### src/rtl/bus_cycle_initiator.sv
// Bus-master side of the multiplexed ALE/IOM/RD/WR protocol: runs one T1-T2-T3-(Tw)-T4
// cycle per accepted command. Wait states are bounded by MAX_WAIT.
module bus_cycle_initiator #(
  parameter int ADDR_W   = 20,
  parameter int DATA_W   = 8,
  parameter int MAX_WAIT = 15
) (
  input  logic              clk,
  input  logic              rst,
  input  logic              req,
  input  logic              req_we,
  input  logic              req_iom,
  input  logic [ADDR_W-1:0] req_addr,
  input  logic [DATA_W-1:0] req_wdata,
  output logic              busy,
  output logic              done,
  output logic              timeout,
  output logic [DATA_W-1:0] rdata,
  input  logic              ready,
  input  logic [DATA_W-1:0] ad_in,
  output logic [ADDR_W-1:0] ad_out,
  output logic              ad_oe,
  output logic              ale,
  output logic              iom,
  output logic              rd_n,
  output logic              wr_n,
  output logic [2:0]        dbg_state
);

  localparam int WAIT_W = (MAX_WAIT < 1) ? 1 : $clog2(MAX_WAIT + 1);
  localparam logic [WAIT_W-1:0] WAIT_MAX = WAIT_W'(MAX_WAIT);

  typedef enum logic [2:0] {
    IDLE = 3'd0,
    T1   = 3'd1,
    T2   = 3'd2,
    T3   = 3'd3,
    TW   = 3'd4,
    T4   = 3'd5
  } state_t;

  state_t            state;
  state_t            state_nxt;
  logic              we_q;
  logic              iom_q;
  logic [ADDR_W-1:0] addr_q;
  logic [DATA_W-1:0] wdata_q;
  logic [WAIT_W-1:0] wait_cnt;
  logic              to_flag;
  logic              wait_expired;

  assign wait_expired = (wait_cnt == WAIT_MAX);
  assign dbg_state    = state;

  always_ff @(posedge clk) begin
    if (rst) state <= IDLE;
    else     state <= state_nxt;
  end

  always_comb begin
    state_nxt = state;
    case (state)
      IDLE:    if (req) state_nxt = T1;
      T1:      state_nxt = T2;
      T2:      state_nxt = T3;
      T3, TW:  begin
        if (ready || wait_expired) state_nxt = T4;
        else                       state_nxt = TW;
      end
      T4:      state_nxt = IDLE;
      default: state_nxt = IDLE;
    endcase
  end

  // Command latch, wait counting and read-data capture.
  always_ff @(posedge clk) begin
    if (rst) begin
      we_q     <= 1'b0;
      iom_q    <= 1'b0;
      addr_q   <= '0;
      wdata_q  <= '0;
      wait_cnt <= '0;
      to_flag  <= 1'b0;
      rdata    <= '0;
    end else begin
      case (state)
        IDLE: begin
          if (req) begin
            we_q    <= req_we;
            iom_q   <= req_iom;
            addr_q  <= req_addr;
            wdata_q <= req_wdata;
          end
        end
        T3, TW: begin
          if (ready) begin
            if (!we_q) rdata <= ad_in;
          end else if (wait_expired) begin
            // A timed-out read returns all ones so software can spot it.
            to_flag <= 1'b1;
            if (!we_q) rdata <= '1;
          end else begin
            wait_cnt <= wait_cnt + WAIT_W'(1);
          end
        end
        T4: begin
          wait_cnt <= '0;
          to_flag  <= 1'b0;
        end
        default: ;
      endcase
    end
  end

  always_comb begin
    ale     = 1'b0;
    ad_oe   = 1'b0;
    ad_out  = '0;
    rd_n    = 1'b1;
    wr_n    = 1'b1;
    done    = 1'b0;
    timeout = 1'b0;
    busy    = (state != IDLE);
    iom     = (state != IDLE) && iom_q;
    case (state)
      T1: begin
        ale    = 1'b1;
        ad_oe  = 1'b1;
        ad_out = addr_q;
      end
      T2, T3, TW: begin
        if (we_q) begin
          wr_n                 = 1'b0;
          ad_oe                = 1'b1;
          ad_out[DATA_W-1:0]   = wdata_q;
        end else begin
          rd_n = 1'b0;
        end
      end
      T4: begin
        done    = 1'b1;
        timeout = to_flag;
      end
      default: ;
    endcase
  end

endmodule

### config.mk
export PLATFORM = sky130hd
export DESIGN_NAME = bus_cycle_initiator
export DESIGN_NICKNAME = d
export VERILOG_FILES = /design/src/rtl/bus_cycle_initiator.sv
export SDC_FILE = /design/constraint.sdc
export NUM_CORES = 1
export LEC_CHECK = 0
export CORE_MARGIN = 10
export CORE_UTILIZATION = 35
export DETAILED_ROUTE_END_ITERATION = 6
export PLACE_DENSITY_LB_ADDON = 0.08
export SYNTH_ARGS = -nofsm -noshare
export SYNTH_HDL_FRONTEND = slang
export SYNTH_SLANG_ARGS = --single-unit
### constraint.sdc
create_clock -name clk -period 1.67 [get_ports clk]
set_input_delay 0.334 -clock clk [delete_from_list [all_inputs] [get_ports clk]]
set_output_delay 0.334 -clock clk [all_outputs]
set_load 0.005 [all_outputs]
==> key figures, run 1 <==
Status
  – Outcome: finished, violations left
  – Failing checks: negative setup slack

Yosys
  – Number of synthesized flops with an enable pin: 0
  – Synth Warn #: 0
  – Commonest register cell after synthesis: dfxtp_1
  – Post-synth net total: 282
  – Cells after Synth: 239
  – Syn avg cell area: 8.26 um2
  – Ys async rst share: 0
  – Cell Area, Synth: 0.00197 mm2
  – Seq/Total Area, Yosys: 0.467
  – Synthesized flop and latch total: 46
  – Yosys cell types: 35

Worst setup path
  – Critical Path RT: 1.34 ns
  – Worst EP arrival: 1.64 ns
  – Critical path startpoint category: flip-flop
  – Crit path max fanout: 4
  – Slowest-stage cell, CP: dfxtp_4
  – Setup CP Type: reg -> out
  – Kind of cell adding the most delay to the critical path: buffers and inverters
  – Worst setup EP type: output port
  – Worst path cell trace: nor2b_4 > nor2_4 > nor2b_4 > buf_4 > buf_6 > buf_6 > a22o_1 > buf_2
  – Crit Reg-Reg Startpoint: dbg_state[2]
  – Largest stage delay, worst path: 0.37 ns
  – Crit path buffers/inverters: 4
  – Beginning of the critical path: dbg_state[1]

STA
  – Achievable Freq: 0.507 GHz
  – Slew headroom: 0.781
  – Setup_tns: -4.86 ns
  – Final hold viol count: 0
  – Crit path time final: 1.97 ns
  – Worst Slack Setup Final: -0.301 ns
  – Worst hold margin: 0.451 ns
  – Clock skew: 0.00520 ns
  – RSZ-0062 raised after global routing: true
  – Pins Over Slew Limit: 0
  – Worst-Margin Slew: 0.324 ns
  – Fin crit share: 1.18
  – Endpoints failing setup: 27

Finish
  – Number of diodes: 0
  – Syn-to-layout area delta: 69.9%
  – Layout Nets: 398
  – Final Cell Area: 0.00335 mm2
  – Non-Filler Instances: 428
  – Share of layout cells above drive strength 1: 0.289

CTS
  – Worst-Skew Late Latency: 0.29 ns
  – CTS Buffer Depth: 2
  – CTS clk-pin slew, worst paths: 0.08 ns
  – CTS tree: yes
  – Num CTS Buffers: 5
  – Clock sinks: 46
  – H-Tree Depth: 2
  – Root buffer cell: clkbuf_8
  – Hold buffers post-CTS: 0

GRT
  – Met1 Usage GRT: 0.177
  – Gr busiest metal: met2
  – Met2 usage: 0.209
  – Vias in the first global route: 2008
  – Largest net degree at the start of global routing: 30
  – Gr usage total: 0.138
  – First-pass GRT wire length: 10.0 mm
  – Met3 GRT Util: 0.0573
  – Antenna violations before repair: 0
  – Global route overflow: 0

Drt
  – Drt pass-1 iters: 6
  – Total routed wirelength: 6.34 mm
  – DR WL/cell: 14.8 um
  – DRC: 0
  – Routed vias/inst: 4.81
  – Iter 0 DRT Violations: 66
  – Routed Antenna Nets: 0
  – DR vias: 2060

Floorplan
  – Placeable core area: 0.00547 mm2
  – Die height: 95.1 um
  – Chip width: 95.1 um
  – Total die area: 0.00904 mm2
  – Row count: 27
  – IO Count: 81
  – Initial cell density of the core: 0.361

Pwr
  – Power, Total: 3.05 mW
  – Switching share of power: 0.277
  – NetSw: 0.845 mW
  – Maximum vdd drop: 0.629 mV
  – Comb power frac: 0.321
  – Pwr/cell area: 910 mW/mm2
  – Int Pwr: 2.21 mW
  – Clock power frac: 0.266
  – LEAKAGE: 1.43 nW
  – Flop pwr share: 0.413

Placed design
  – PortBufs: 80
  – Post-Place Cells: 401
  – Placer congestion estimate: 0.792
  – DP HPWL: 4.31 mm
  – Area of placed instances: 0.00301 mm2

Worst hold path
  – Worst min-delay path startpoint: addr_q[19]
  – Hold Path Class: reg -> reg

Run
  – Max_cap viols: 0
-- cells by family (layout without fill, tap and decap cells) --
| kind of cell | Yosys count | after routing | share of synthesized area |
|---|---|---|---|
| multiplexers | 1 | 1 | 0.00507 |
| flip-flops | 46 | 46 | 0.467 |
| AND/OR/NAND/NOR | 107 | 107 | 0.258 |
| AO/OA/AOI/OAI | 60 | 60 | 0.204 |
| adder cells (fa/ha/maj) | 1 | 1 | 0.00634 |
| buffers and inverters | 22 | 139 | 0.0514 |
| XOR/XNOR | 2 | 2 | 0.00888 |
-- Yosys cell counts, types with 3 or more instances --
library cell  number  area share
buf_2              6       0.015
a21oi_1           33       0.084
and3_1             3      0.0095
inv_1              4      0.0076
nor3_1             6       0.015
a22o_1             8       0.036
dfxtp_1           46        0.47
clkbuf_1           9       0.017
o21ai_0            3      0.0076
nand2_1           65        0.12
o221a_1            8       0.046
or2_2              3      0.0095
nor2b_1            4       0.013
nor2_1             5      0.0095
and2_1            13       0.041
-- worst min-delay path, delay by kind of cell, from the launching register on --
kind | cells | cell delay (ns)
DFF | 1 | 0.31
AOI/OAI and AO/OA | 1 | 0.05
and+or+nand+nor | 1 | 0.05
-- placed cells by master (no fill, tap or decap), types with 4 or more instances in the layout --
| master | instances |
|---|---|
| dlygate4sd2_1 | 4 |
| o221a_1 | 8 |
| nor2_1 | 4 |
| a21oi_1 | 33 |
| and2_4 | 6 |
| and2_1 | 7 |
| clkbuf_8 | 5 |
| dfxtp_1 | 43 |
| clkdlybuf4s50_1 | 50 |
| buf_6 | 20 |
| nand2_1 | 65 |
| a22o_1 | 8 |
| buf_4 | 28 |
| buf_2 | 16 |
-- registers in the layout (all words and copies together), names as in the netlist --
| register | count |
|---|---|
| dbg_state | 3 |
| to_flag | 1 |
| we_q | 1 |
| iom_q | 1 |
| wdata_q | 8 |
| addr_q | 20 |
| rdata | 8 |
| wait_cnt | 4 |
-- area by class of cell --
class / instances / area (um2)
clock buffers: 7 / 76.3
clock inverters: 1 / 30.0
fillers: 511 / 2120
inverters: 5 / 18.8
multi-input cells: 171 / 1030
flip-flops and latches: 46 / 932
well taps: 72 / 90.1
repair buffers: 126 / 1180
-- power groups by stage --
stage / Sequential (mW) / Clock, mW / Combinational, mW
3_3_place_gp: 1.28 / 0 / 0.802
4_1_cts: 1.26 / 0.835 / 0.926
5_1_grt: 1.27 / 0.884 / 1.07
2_1_floorplan: 1.27 / 0 / 0.357
6_report: 1.26 / 0.811 / 0.980
3_5_place_dp: 1.28 / 0 / 0.804
-- metal layers --
metal / vias to the layer above / share of wire
li1: 1046 / -
met1: 942 / 0.45
met2: 68 / 0.46
met3: 4 / 0.092
met4: 0 / 0.0036
met5: - / 0
-- path summary, 6_finish.rpt --
kind	depth (start not counted)	slack [ns]	end
hold reg to reg	2	0.45	addr_q[19]
setup reg to reg	5	0.06	rdata[7]
hold / removal	2	0.45	addr_q[19]
setup / recovery	8	-0.30	ad_out[4]
-- metrics by stage --
stage / utilization / worst slack, ns
global placement: 0.551 / -0.246
CTS: 0.599 / -0.356
finish: 0.613 / -0.301
detailed placement: 0.551 / -0.267
floorplan: - / 0.0195
global route: 0.613 / -0.369
-- what timing repair did --
item                       in CTS  in global routing
setup buffers                  12                  5
gates cloned                    3                  2
gates resized for setup       130                 29
hold endpoints to repair        0                  0
pin swaps                       5                  6
setup endpoints to repair      39                 53
(Power assumes the default switching activity.)
==> inputs of run 2 (changes only) <==
CELL_PAD_IN_SITES_DETAIL_PLACEMENT = 1   (was default)
CELL_PAD_IN_SITES_GLOBAL_PLACEMENT = 1   (was default)
CORE_UTILIZATION = 30   (was 35)
==> key figures, run 2 (synthesis gave the netlist of run 1 again) <==
Status
  – Outcome: finished, violations left (unchanged)
  – Failing checks: negative setup slack (unchanged)

Finish
  – Largest register FFs: 20 (unchanged)
  – Layout Nets: 413 (was 398)
  – Reg with most FFs: addr_q (unchanged)
  – Commonest non-fill, non-tap cell in the layout: clkdlybuf4s50_1 (was nand2_1)
  – Syn-to-layout area delta: 99.3% (was 69.9%)
  – Number of diodes: 0 (unchanged)
  – Share of layout cells above drive strength 1: 0.509 (was 0.289)
  – Multi-input logic area: 0.00137 mm2 (was 0.00103 mm2)
  – Fillers: 706 (was 511)
  – Largest regs: addr_q (20), rdata (8), wdata_q (8) (unchanged)
  – Commonest non-fill, non-tap cells in the layout: clkdlybuf4s50_1, buf_6, dfxtp_1 (was nand2_1, clkdlybuf4s50_1, dfxtp_1)
  – Sequential cell area: 932 um2 (unchanged)

CTS
  – CTS clk-pin slew, worst paths: 0.09 ns (was 0.08 ns)
  – H-Tree Depth: 2 (unchanged)
  – CTS Buffer Depth: 2 (unchanged)
  – Num CTS Buffers: 5 (unchanged)
  – Root buffer cell: clkbuf_8 (unchanged)
  – Hold buffers post-CTS: 0 (unchanged)
  – Worst-Skew Late Latency: 0.30 ns (was 0.29 ns)
  – Clock sinks: 46 (unchanged)
  – CTS tree: yes (unchanged)

Worst setup path
  – Slowest-stage cell, CP: dfxtp_4 (unchanged)
  – Worst R2R Path Depth: 7 (was 5)
  – Critical path startpoint category: flip-flop (unchanged)
  – Reg2Reg Setup Slack: -0.17 ns (was 0.06 ns)
  – Largest stage delay, worst path: 0.39 ns (was 0.37 ns)
  – Worst EP arrival: 1.67 ns (was 1.64 ns)
  – Beginning of the critical path: dbg_state[2] (was dbg_state[1])
  – Most frequent CP cell: buf_6
  – Critical Path RT: 1.34 ns (about the same)
  – Worst setup EP type: output port (unchanged)
  – Crit Reg-Reg Startpoint: dbg_state[2] (unchanged)
  – Setup CP Type: reg -> out (unchanged)
  – CP Capture Point: ad_out[0] (was ad_out[4])
  – Worst path cell trace: nor3b_4 > nor2_4 > nor2b_4 > buf_6 > buf_6 > buf_6 > a22o_1 > buf_2 (was nor2b_4 > nor2_4 > nor2b_4 > buf_4 > buf_6 > buf_6 > a22o_1 > buf_2)
  – Crit path max fanout: 4 (unchanged)
  – Critical R2R Capture: rdata[0] (was rdata[7])

Floorplan
  – Total die area: 0.0102 mm2 (was 0.00904 mm2)
  – Die height: 101 um (was 95.1 um)
  – Placeable core area: 0.00639 mm2 (was 0.00547 mm2)
  – Chip width: 101 um (was 95.1 um)
  – Initial cell density of the core: 0.309 (was 0.361)
  – IO Count: 81 (unchanged)
  – Row count: 29 (was 27)

Drt
  – DRC: 0 (unchanged)
  – Routed vias/inst: 5.00 (was 4.81)
  – Drt pass-1 iters: 4 (was 6)
  – DR WL/cell: 19.1 um (was 14.8 um)
  – Iter 0 DRT Violations: 52 (was 66)
  – Routed Antenna Nets: 0 (unchanged)
  – DR vias: 2241 (was 2060)
  – Total routed wirelength: 8.55 mm (was 6.34 mm)

STA
  – Final hold viol count: 0 (unchanged)
  – Worst Slack Setup Final: -0.329 ns (was -0.301 ns)
  – Clock skew: 0.00185 ns (was 0.00520 ns)
  – Worst hold margin: 0.465 ns (was 0.451 ns)
  – Crit path time final: 2.00 ns (was 1.97 ns)
  – Achievable Freq: 0.500 GHz (was 0.507 GHz)
  – Fin crit share: 1.20 (was 1.18)
  – Worst-Margin Slew: 0.344 ns (was 0.324 ns)
  – Pins Over Slew Limit: 0 (unchanged)
  – RSZ-0062 raised after global routing: true (unchanged)
  – Endpoints failing setup: 65 (was 27)
  – Slew headroom: 0.768 (was 0.781)

Pwr
  – Comb power frac: 0.413 (was 0.321)
  – Maximum vdd drop: 0.386 mV (was 0.629 mV)
  – NetSw: 1.10 mW (was 0.845 mW)
  – LEAKAGE: 1.71 nW (was 1.43 nW)
  – Pwr/cell area: 868 mW/mm2 (was 910 mW/mm2)
  – Clock power frac: 0.214 (was 0.266)
  – Int Pwr: 2.31 mW (was 2.21 mW)
  – Switching share of power: 0.323 (was 0.277)
  – Power, Total: 3.41 mW (was 3.05 mW)
  – Flop pwr share: 0.373 (was 0.413)

GRT
  – Vias in the first global route: 2271 (was 2008)
  – Gr usage total: 0.143 (was 0.138)
  – Largest net degree at the start of global routing: 31 (was 30)
  – Global route overflow: 0 (unchanged)
  – Antenna violations before repair: 0 (unchanged)
  – First-pass GRT wire length: 11.9 mm (was 10.0 mm)

Worst hold path
  – Hold Path Class: reg -> reg (unchanged)
  – Hold depth: 2 (unchanged)

Placed design
  – PortBufs: 80 (unchanged)
  – DP HPWL: 4.95 mm (was 4.31 mm)
  – Placer congestion estimate: 0.791 (was 0.792)

Run
  – Max_cap viols: 0 (unchanged)
[run 2: cell count changes in the layout (fill, tap and decap cells not counted), sizes merged]
| cell | change |
|---|---|
| buf | +19 |
| dlygate4sd2 | -2 |
| bufinv | -1 |
| clkdlybuf4s15 | -1 |
| clkdlybuf4s50 | -1 |
| clkinv | +1 |
[run 2: worst min-delay path by stage]
stage,startpoint,to,slack (ns)
after detailed placement,addr_q[13],addr_q[13],0.45
after floorplan,addr_q[10],addr_q[10],0.43
after CTS,addr_q[13],addr_q[13],0.46
after global placement,addr_q[9],addr_q[9],0.44
after global routing,addr_q[14],addr_q[14],0.49
final,iom_q,iom_q,0.47
[run 2: power by group through the flow]
stage | Combinational [mW] | Sequential [mW] | Clock [mW]
finish | 1.41 | 1.27 | 0.732
global route | 1.51 | 1.28 | 0.790
CTS | 1.08 | 1.26 | 0.732
detailed placement | 0.830 | 1.28 | 0
global placement | 0.817 | 1.28 | 0
floorplan | 0.357 | 1.27 | 0
[run 2: critical path, delay by kind of cell, from the launching register on]
kind,cells,cell delay [ns]
buffers and inverters,4,0.40
DFF,1,0.39
AOI/OAI and AO/OA,1,0.11
and+or+nand+nor,3,0.46
[run 2: per-layer routing]
metal,wire [um],vias up,part of all wire,GRT usage
met3,505,8,0.059,0.0432
met2,4330,64,0.51,0.241
met5,0,-,0,0
met4,89,0,0.010,0.0354
met1,3630,1090,0.42,0.173
li1,-,1079,-,-
[run 2: final cells by class]
type	count	share of cell area
clock inverters	1	0.00127
clock buffers	7	0.0220
multi-input cells	171	0.347
flip-flops and latches	46	0.237
repair buffers	141	0.363
well taps	77	0.0245
inverters	5	0.00477
[run 2: stage by stage]
step	setup WS (ns)	cell area, um2	cells	utilization	TNS, ns
after floorplan	0.0195	1970	239	-	0
after global placement	-0.266	3030	407	0.474	-5.57
after detailed placement	-0.312	3030	407	0.474	-6.34
after CTS	-0.343	3450	443	0.540	-7.35
after global routing	-0.408	3930	448	0.616	-13.00
final	-0.329	3930	448	0.616	-9.46
[run 2: repair_timing]
| item | CTS | global route |
|---|---|---|
| endpoints found under the hold margin | 0 | 0 |
| cloned | 2 | 3 |
| pin swaps | 23 | 63 |
| setup buffers | 27 | 7 |
| setup endpoints to repair | 39 | 70 |
| resized for setup | 185 | 108 |
==> inputs of run 3 (changes only) <==
HOLD_SLACK_MARGIN = 0.02   (was default)
==> results of run 3 <==
Final layout, timing and power as in run 2 (identical DEF).
